<file path="src/rtl/fetch_pkg.sv">
// Shared defaults and the queue entry layout for the fetch front end.
package fetch_pkg;

    localparam int ADDR_W_DEF = 12;
    localparam int OPC_W_DEF  = 4;
    localparam int OPR_W_DEF  = 4;
    localparam int DEPTH_DEF  = 4;

    localparam logic [OPC_W_DEF-1:0] HALT_OPC_DEF = 4'hF;

    // One prefetched instruction: its fetch address plus the split memory word.
    typedef struct packed {
        logic [ADDR_W_DEF-1:0] pc;
        logic [OPC_W_DEF-1:0]  opc;
        logic [OPR_W_DEF-1:0]  opr;
    } fetch_entry_t;

    function automatic bit is_pow2(input int n);
        return (n >= 2) && ((n & (n - 1)) == 0);
    endfunction

endpackage

</file>
<file path="src/rtl/fetch_fifo.sv">
// Synchronous FIFO with flush; the head word reads as zero while empty.
module fetch_fifo #(
    parameter  int WIDTH = 8,
    parameter  int DEPTH = 4,
    localparam int PTR_W = $clog2(DEPTH),
    localparam int CNT_W = PTR_W + 1
) (
    input  logic             clk,
    input  logic             reset,
    input  logic             push,
    input  logic             pop,
    input  logic             flush,
    input  logic [WIDTH-1:0] wr_data,
    output logic [WIDTH-1:0] rd_data,
    output logic [CNT_W-1:0] count,
    output logic             full,
    output logic             empty
);

    logic [WIDTH-1:0] store [DEPTH];
    logic [PTR_W-1:0] wr_ptr;
    logic [PTR_W-1:0] rd_ptr;
    logic             do_push;
    logic             do_pop;

    assign full    = (count == CNT_W'(DEPTH));
    assign empty   = (count == '0);
    // A pop frees the head slot in the same edge, so a full FIFO may still take a push.
    assign do_push = push && (!full || pop);
    assign do_pop  = pop && !empty;

    // NOTE: state registers use non-blocking assignments so every flop samples pre-edge values.
    always_ff @(posedge clk) begin
        if (reset || flush) begin
            wr_ptr <= '0;
            rd_ptr <= '0;
            count  <= '0;
        end else begin
            if (do_push) wr_ptr <= wr_ptr + PTR_W'(1);
            if (do_pop)  rd_ptr <= rd_ptr + PTR_W'(1);
            case ({do_push, do_pop})
                2'b10:   count <= count + CNT_W'(1);
                2'b01:   count <= count - CNT_W'(1);
                default: count <= count;
            endcase
        end
    end

    // NOTE: storage is deliberately not reset; count gates every read, so stale words never escape.
    always_ff @(posedge clk) begin
        if (do_push && !flush) store[wr_ptr] <= wr_data;
    end

    assign rd_data = empty ? '0 : store[rd_ptr];

endmodule

</file>
<file path="src/rtl/fetch_queue.sv">
// Instruction-fetch front end: PC, program-memory port and prefetch queue.
// Optional halt-opcode detection is enabled by defining FETCH_QUEUE_HALT_EN.
module fetch_queue
    import fetch_pkg::*;
#(
    parameter int                 ADDR_W   = ADDR_W_DEF,
    parameter int                 OPC_W    = OPC_W_DEF,
    parameter int                 OPR_W    = OPR_W_DEF,
    parameter int                 DEPTH    = DEPTH_DEF,
    parameter logic [OPC_W-1:0]   HALT_OPC = HALT_OPC_DEF,
    localparam int                CNT_W    = $clog2(DEPTH) + 1
) (
    input  logic                   clk,
    input  logic                   reset,
    input  logic                   enable,
    input  logic                   jump,
    input  logic [ADDR_W-1:0]      jump_addr,
    output logic [ADDR_W-1:0]      mem_addr,
    input  logic [OPC_W+OPR_W-1:0] mem_data,
    output logic [OPC_W-1:0]       instr,
    output logic [OPR_W-1:0]       operand,
    output logic [ADDR_W-1:0]      instr_pc,
    output logic                   valid,
    input  logic                   ready,
    output logic [CNT_W-1:0]       count,
    output logic                   halted
);

    localparam int WORD_W  = OPC_W + OPR_W;
    localparam int ENTRY_W = ADDR_W + WORD_W;

    if (!is_pow2(DEPTH)) begin : g_bad_depth
        $error("fetch_queue: DEPTH must be a power of two and at least 2");
    end

    logic [ADDR_W-1:0]  pc;
    logic [ENTRY_W-1:0] head;
    logic               push;
    logic               pop;
    logic               advance;
    logic               full;
    logic               empty;

    assign mem_addr = pc;
    assign valid    = !empty;
    assign pop      = valid && ready;
    // Jump never pushes: the word on mem_data belongs to the path being abandoned.
    assign push     = enable && !halted && !jump && (!full || pop);

`ifdef FETCH_QUEUE_HALT_EN
    logic halt_hit;
    logic halt_q;

    assign halt_hit = (mem_data[WORD_W-1:OPR_W] == HALT_OPC);
    assign advance  = push && !halt_hit;
    assign halted   = halt_q;

    always_ff @(posedge clk) begin
        if (reset || jump) begin
            halt_q <= 1'b0;
        end else if (push && halt_hit) begin
            halt_q <= 1'b1;
        end
    end
`else
    assign advance = push;
    assign halted  = 1'b0;
`endif

    always_ff @(posedge clk) begin
        if (reset) begin
            pc <= '0;
        end else if (jump) begin
            pc <= jump_addr;
        end else if (advance) begin
            pc <= pc + ADDR_W'(1);
        end
    end

    fetch_fifo #(
        .WIDTH (ENTRY_W),
        .DEPTH (DEPTH)
    ) u_fifo (
        .clk     (clk),
        .reset   (reset),
        .push    (push),
        .pop     (pop),
        .flush   (jump),
        .wr_data ({pc, mem_data}),
        .rd_data (head),
        .count   (count),
        .full    (full),
        .empty   (empty)
    );

    assign instr_pc = head[ENTRY_W-1:WORD_W];
    assign instr    = head[WORD_W-1:OPR_W];
    assign operand  = head[OPR_W-1:0];

endmodule

</file>
<file path="config.mk">
export PLATFORM = sky130hd
export DESIGN_NAME = fetch_queue
export DESIGN_NICKNAME = d
export VERILOG_FILES = /design/src/rtl/fetch_pkg.sv /design/src/rtl/fetch_fifo.sv /design/src/rtl/fetch_queue.sv
export SDC_FILE = /design/constraint.sdc
export NUM_CORES = 1
export LEC_CHECK = 0
export ABC_AREA = 0
export CORE_UTILIZATION = 25
export DETAILED_ROUTE_END_ITERATION = 10
export PLACE_DENSITY = 0.49
export REMOVE_ABC_BUFFERS = 1
export SLEW_MARGIN = 10
export SYNTH_ARGS = -nofsm -noshare
export SYNTH_HDL_FRONTEND = slang
export SYNTH_SLANG_ARGS = --single-unit
</file>
<file path="constraint.sdc">
create_clock -name clk -period 2.5 [get_ports clk]
set_clock_uncertainty 0.15 [all_clocks]
set_input_delay 0.5 -clock clk [delete_from_list [all_inputs] [get_ports clk]]
set_output_delay 0.5 -clock clk [all_outputs]
set_load 0.01 [all_outputs]
</file>
==> out/metrics.yaml <==
synth:
  synth_area_leader_cell: "edfxtp_1"
  synth.top_cells.by_area: "edfxtp_1 (57%), mux4_2 (11%), dfxtp_1 (10%), and2_1 (3.7%), nor2_1 (1.9%)"
  yosys_register_bits: 101
  synth_edf_count: 80
  ys_warn_count: 0
  netlist_area_um2: 4200
  yosysUniqueCellTypes: 39
  synthArstFlopShare: 0
  synth_top_cell_area_share: 0.572
  syn_avg_cell_area_um2: 16.3
  synth_cells: 257
  synth-seq-area-share: 0.672
  synthFlopType: "edfxtp_1"
critical_path:
  critical_path_class: "register to output port"
  crit_buf_inv: 2
  crit_slowest_cell: "mux4_2"
  arrival_ns: 1.79
  path_cells: "buf_12 -> mux4_2 -> and2_1 -> dlygate4sd2_1"
  required_ns: 1.85
  max_stage_delay_ns: 0.48
  critical-path-top-delay-family: "multiplexers"
  path_max_fanout: 7
  reg2reg_slack_ns: 0.11
  startpoint_type: "register"
  cp-end-kind: "output port"
placed_design:
  dp_slack_ns: -0.501
  dp.cells: 546
  port_buffers: 60
  dpl.hpwl_um: 5940
  place_congestion: 0.720
sta:
  final-setup-viol-count: 0
  fin_crit_sh: 0.975
  clock.fmax_ghz: 0.410
  rsz0062_at_grt: "true"
  fin_ws_ns: 0.0634
  final_max_slew_viol_count: 0
  hold_viol: 0
  min_period_ns: 2.44
status:
  status: "completed"
floorplanning:
  die_y_um: 132
  placeableCoreArea_um2: 16500
  initial_utilization: 0.255
  num_rows: 47
  dieArea_um2: 17300
  die_x_um: 132
  pin_count: 62
drt:
  vias_per_cell: 4.12
  ant_nets: 0
  first_iter_violations: 136
  wl_per_cell_um: 15.8
  drc: 0
  dr.pass1.iters: 3
  vias: 2350
  drt_wl_total_um: 8980
grt:
  antenna_found_initial: 0
  grt.overflow.total: 0
  grtUsageTotal: 0.108
  grt_start_max_net_pins: 21
  grt_pass1_wl_um: 14000
  grt_pass1_vias: 2540
finish:
  n_antenna_cell: 0
  final_common_cell: "edfxtp_1"
  final_cell_mix: "edfxtp_1 (80), clkdlybuf4s50_1 (39), and2_1 (23)"
  finish.net_count: 377
  final_cells: 570
  final.fill_count: 1628
  syn_to_final_growth_pct: 33.3
  drive_gt1_frac: 0.271
cts:
  numCtsBuffers: 9
  root_buffer: "clkbuf_16"
  clkTransAtPathRegs_ns: 0.06
  cts_tree: "built"
  clockBufferDepth: 2
  htreeDepth: 3
  cts_sinks: 101
  cts_hold_buf: 0
  clk_latency_ns: 0.34
power_and_ir_drop:
  ir_drop_mv: 0.308
  power.density_nw_per_um2: 624
  p_leak_nw: 1.89
run:
  maxCapViolCount: 0
worst_hold_path:
  hp-class: "register to register"
==> power breakdown <==
group	total, W	switching (W)	internal, W
clock	0.00133	0.000556	0.000775
sequential	0.00190	0.0000433	0.00185
combinational	0.000265	0.000116	0.000149
total	0.00349	0.000715	0.00278
==> metrics by stage <==
step	total power, W	hold WS [ns]	utilization	setup TNS (ns)	cell area, µm²
2_1_floorplan	0.00203	0.335	-	-7.84	4130
3_3_place_gp	0.00220	0.350	0.318	-0.578	5240
3_5_place_dp	0.00221	0.365	0.318	-0.652	5240
4_1_cts	0.00355	0.387	0.339	-0.0339	5590
5_1_grt	0.00363	0.436	0.340	-0.00867	5600
6_report	0.00349	0.389	0.340	0	5600
==> routing by layer <==
| layer | routed length, µm | global-route usage |
|---|---|---|
| met4 | 131 | 0.0446 |
| met2 | 4300 | 0.175 |
| met5 | 0 | 0 |
| met1 | 4280 | 0.142 |
| met3 | 267 | 0.0212 |
==> state kept, by name (all words and copies together) (netlist names), named ones only <==
register       cells
u_fifo.count       3
u_fifo.rd_ptr      2
mem_addr          12
u_fifo.wr_ptr      2
u_fifo.store      80
==> layout make-up <==
class	instances	area, µm²	share of cell area
timing repair buffer	90	868	0.155
tap	220	275	0.0492
sequential	101	2830	0.505
clock inverter	4	48.8	0.00872
inverter	8	30.0	0.00536
multi-input combinational	135	1310	0.234
clock buffer	12	236	0.0422
==> cells in the mapped netlist, types with 3 or more instances <==
library cell  number
nor3_1             3
xor2_1             5
and2_1            25
mux4_2            20
edfxtp_1          80
ha_1               6
nand2_1            3
inv_1              8
nor4_2             3
nand3_1            4
a211oi_1           9
xnor2_1            8
clkbuf_1           8
dfxtp_1           21
nor2_1            21
a21oi_1            3
==> worst register-to-register path, delay by kind of cell, from the launching register on <==
kind / cells / cell delay [ns]
and+or+nand+nor: 4 / 0.94
adders and majority gates: 2 / 0.50
DFF: 1 / 0.35
xor gates and xnor gates: 1 / 0.16
AOI/OAI and AO/OA: 1 / 0.12
buffers and inverters: 2 / 0.11
==> cells by family after synthesis <==
group / synth area share
flip-flops: 0.672
AND/OR/NAND/NOR: 0.113
multiplexers: 0.112
buffers and inverters: 0.0229
AO/OA/AOI/OAI: 0.0295
XOR/XNOR: 0.0271
adder cells (fa/ha/maj): 0.0226
other: 0.000893
==> final timing paths <==
path,cells past startpoint,start,endpoint
worst min register to register,2,u_fifo.rd_ptr[1],register
worst min-delay path,2,u_fifo.rd_ptr[1],register
worst max register to register,10,u_fifo.count[0],u_fifo.count[2]
worst max-delay path,4,register,instr_pc[5]
==> repair_timing <==
| action | 4_1_cts | 5_1_grt |
|---|---|---|
| endpoints found under the setup margin | 22 | 5 |
| gates cloned | 1 | 0 |
| gates resized for setup | 70 | 8 |
| pin swaps | 1 | 2 |
| buffers inserted | 7 | 0 |
No activity file was read; power rests on OpenSTA's default activity.
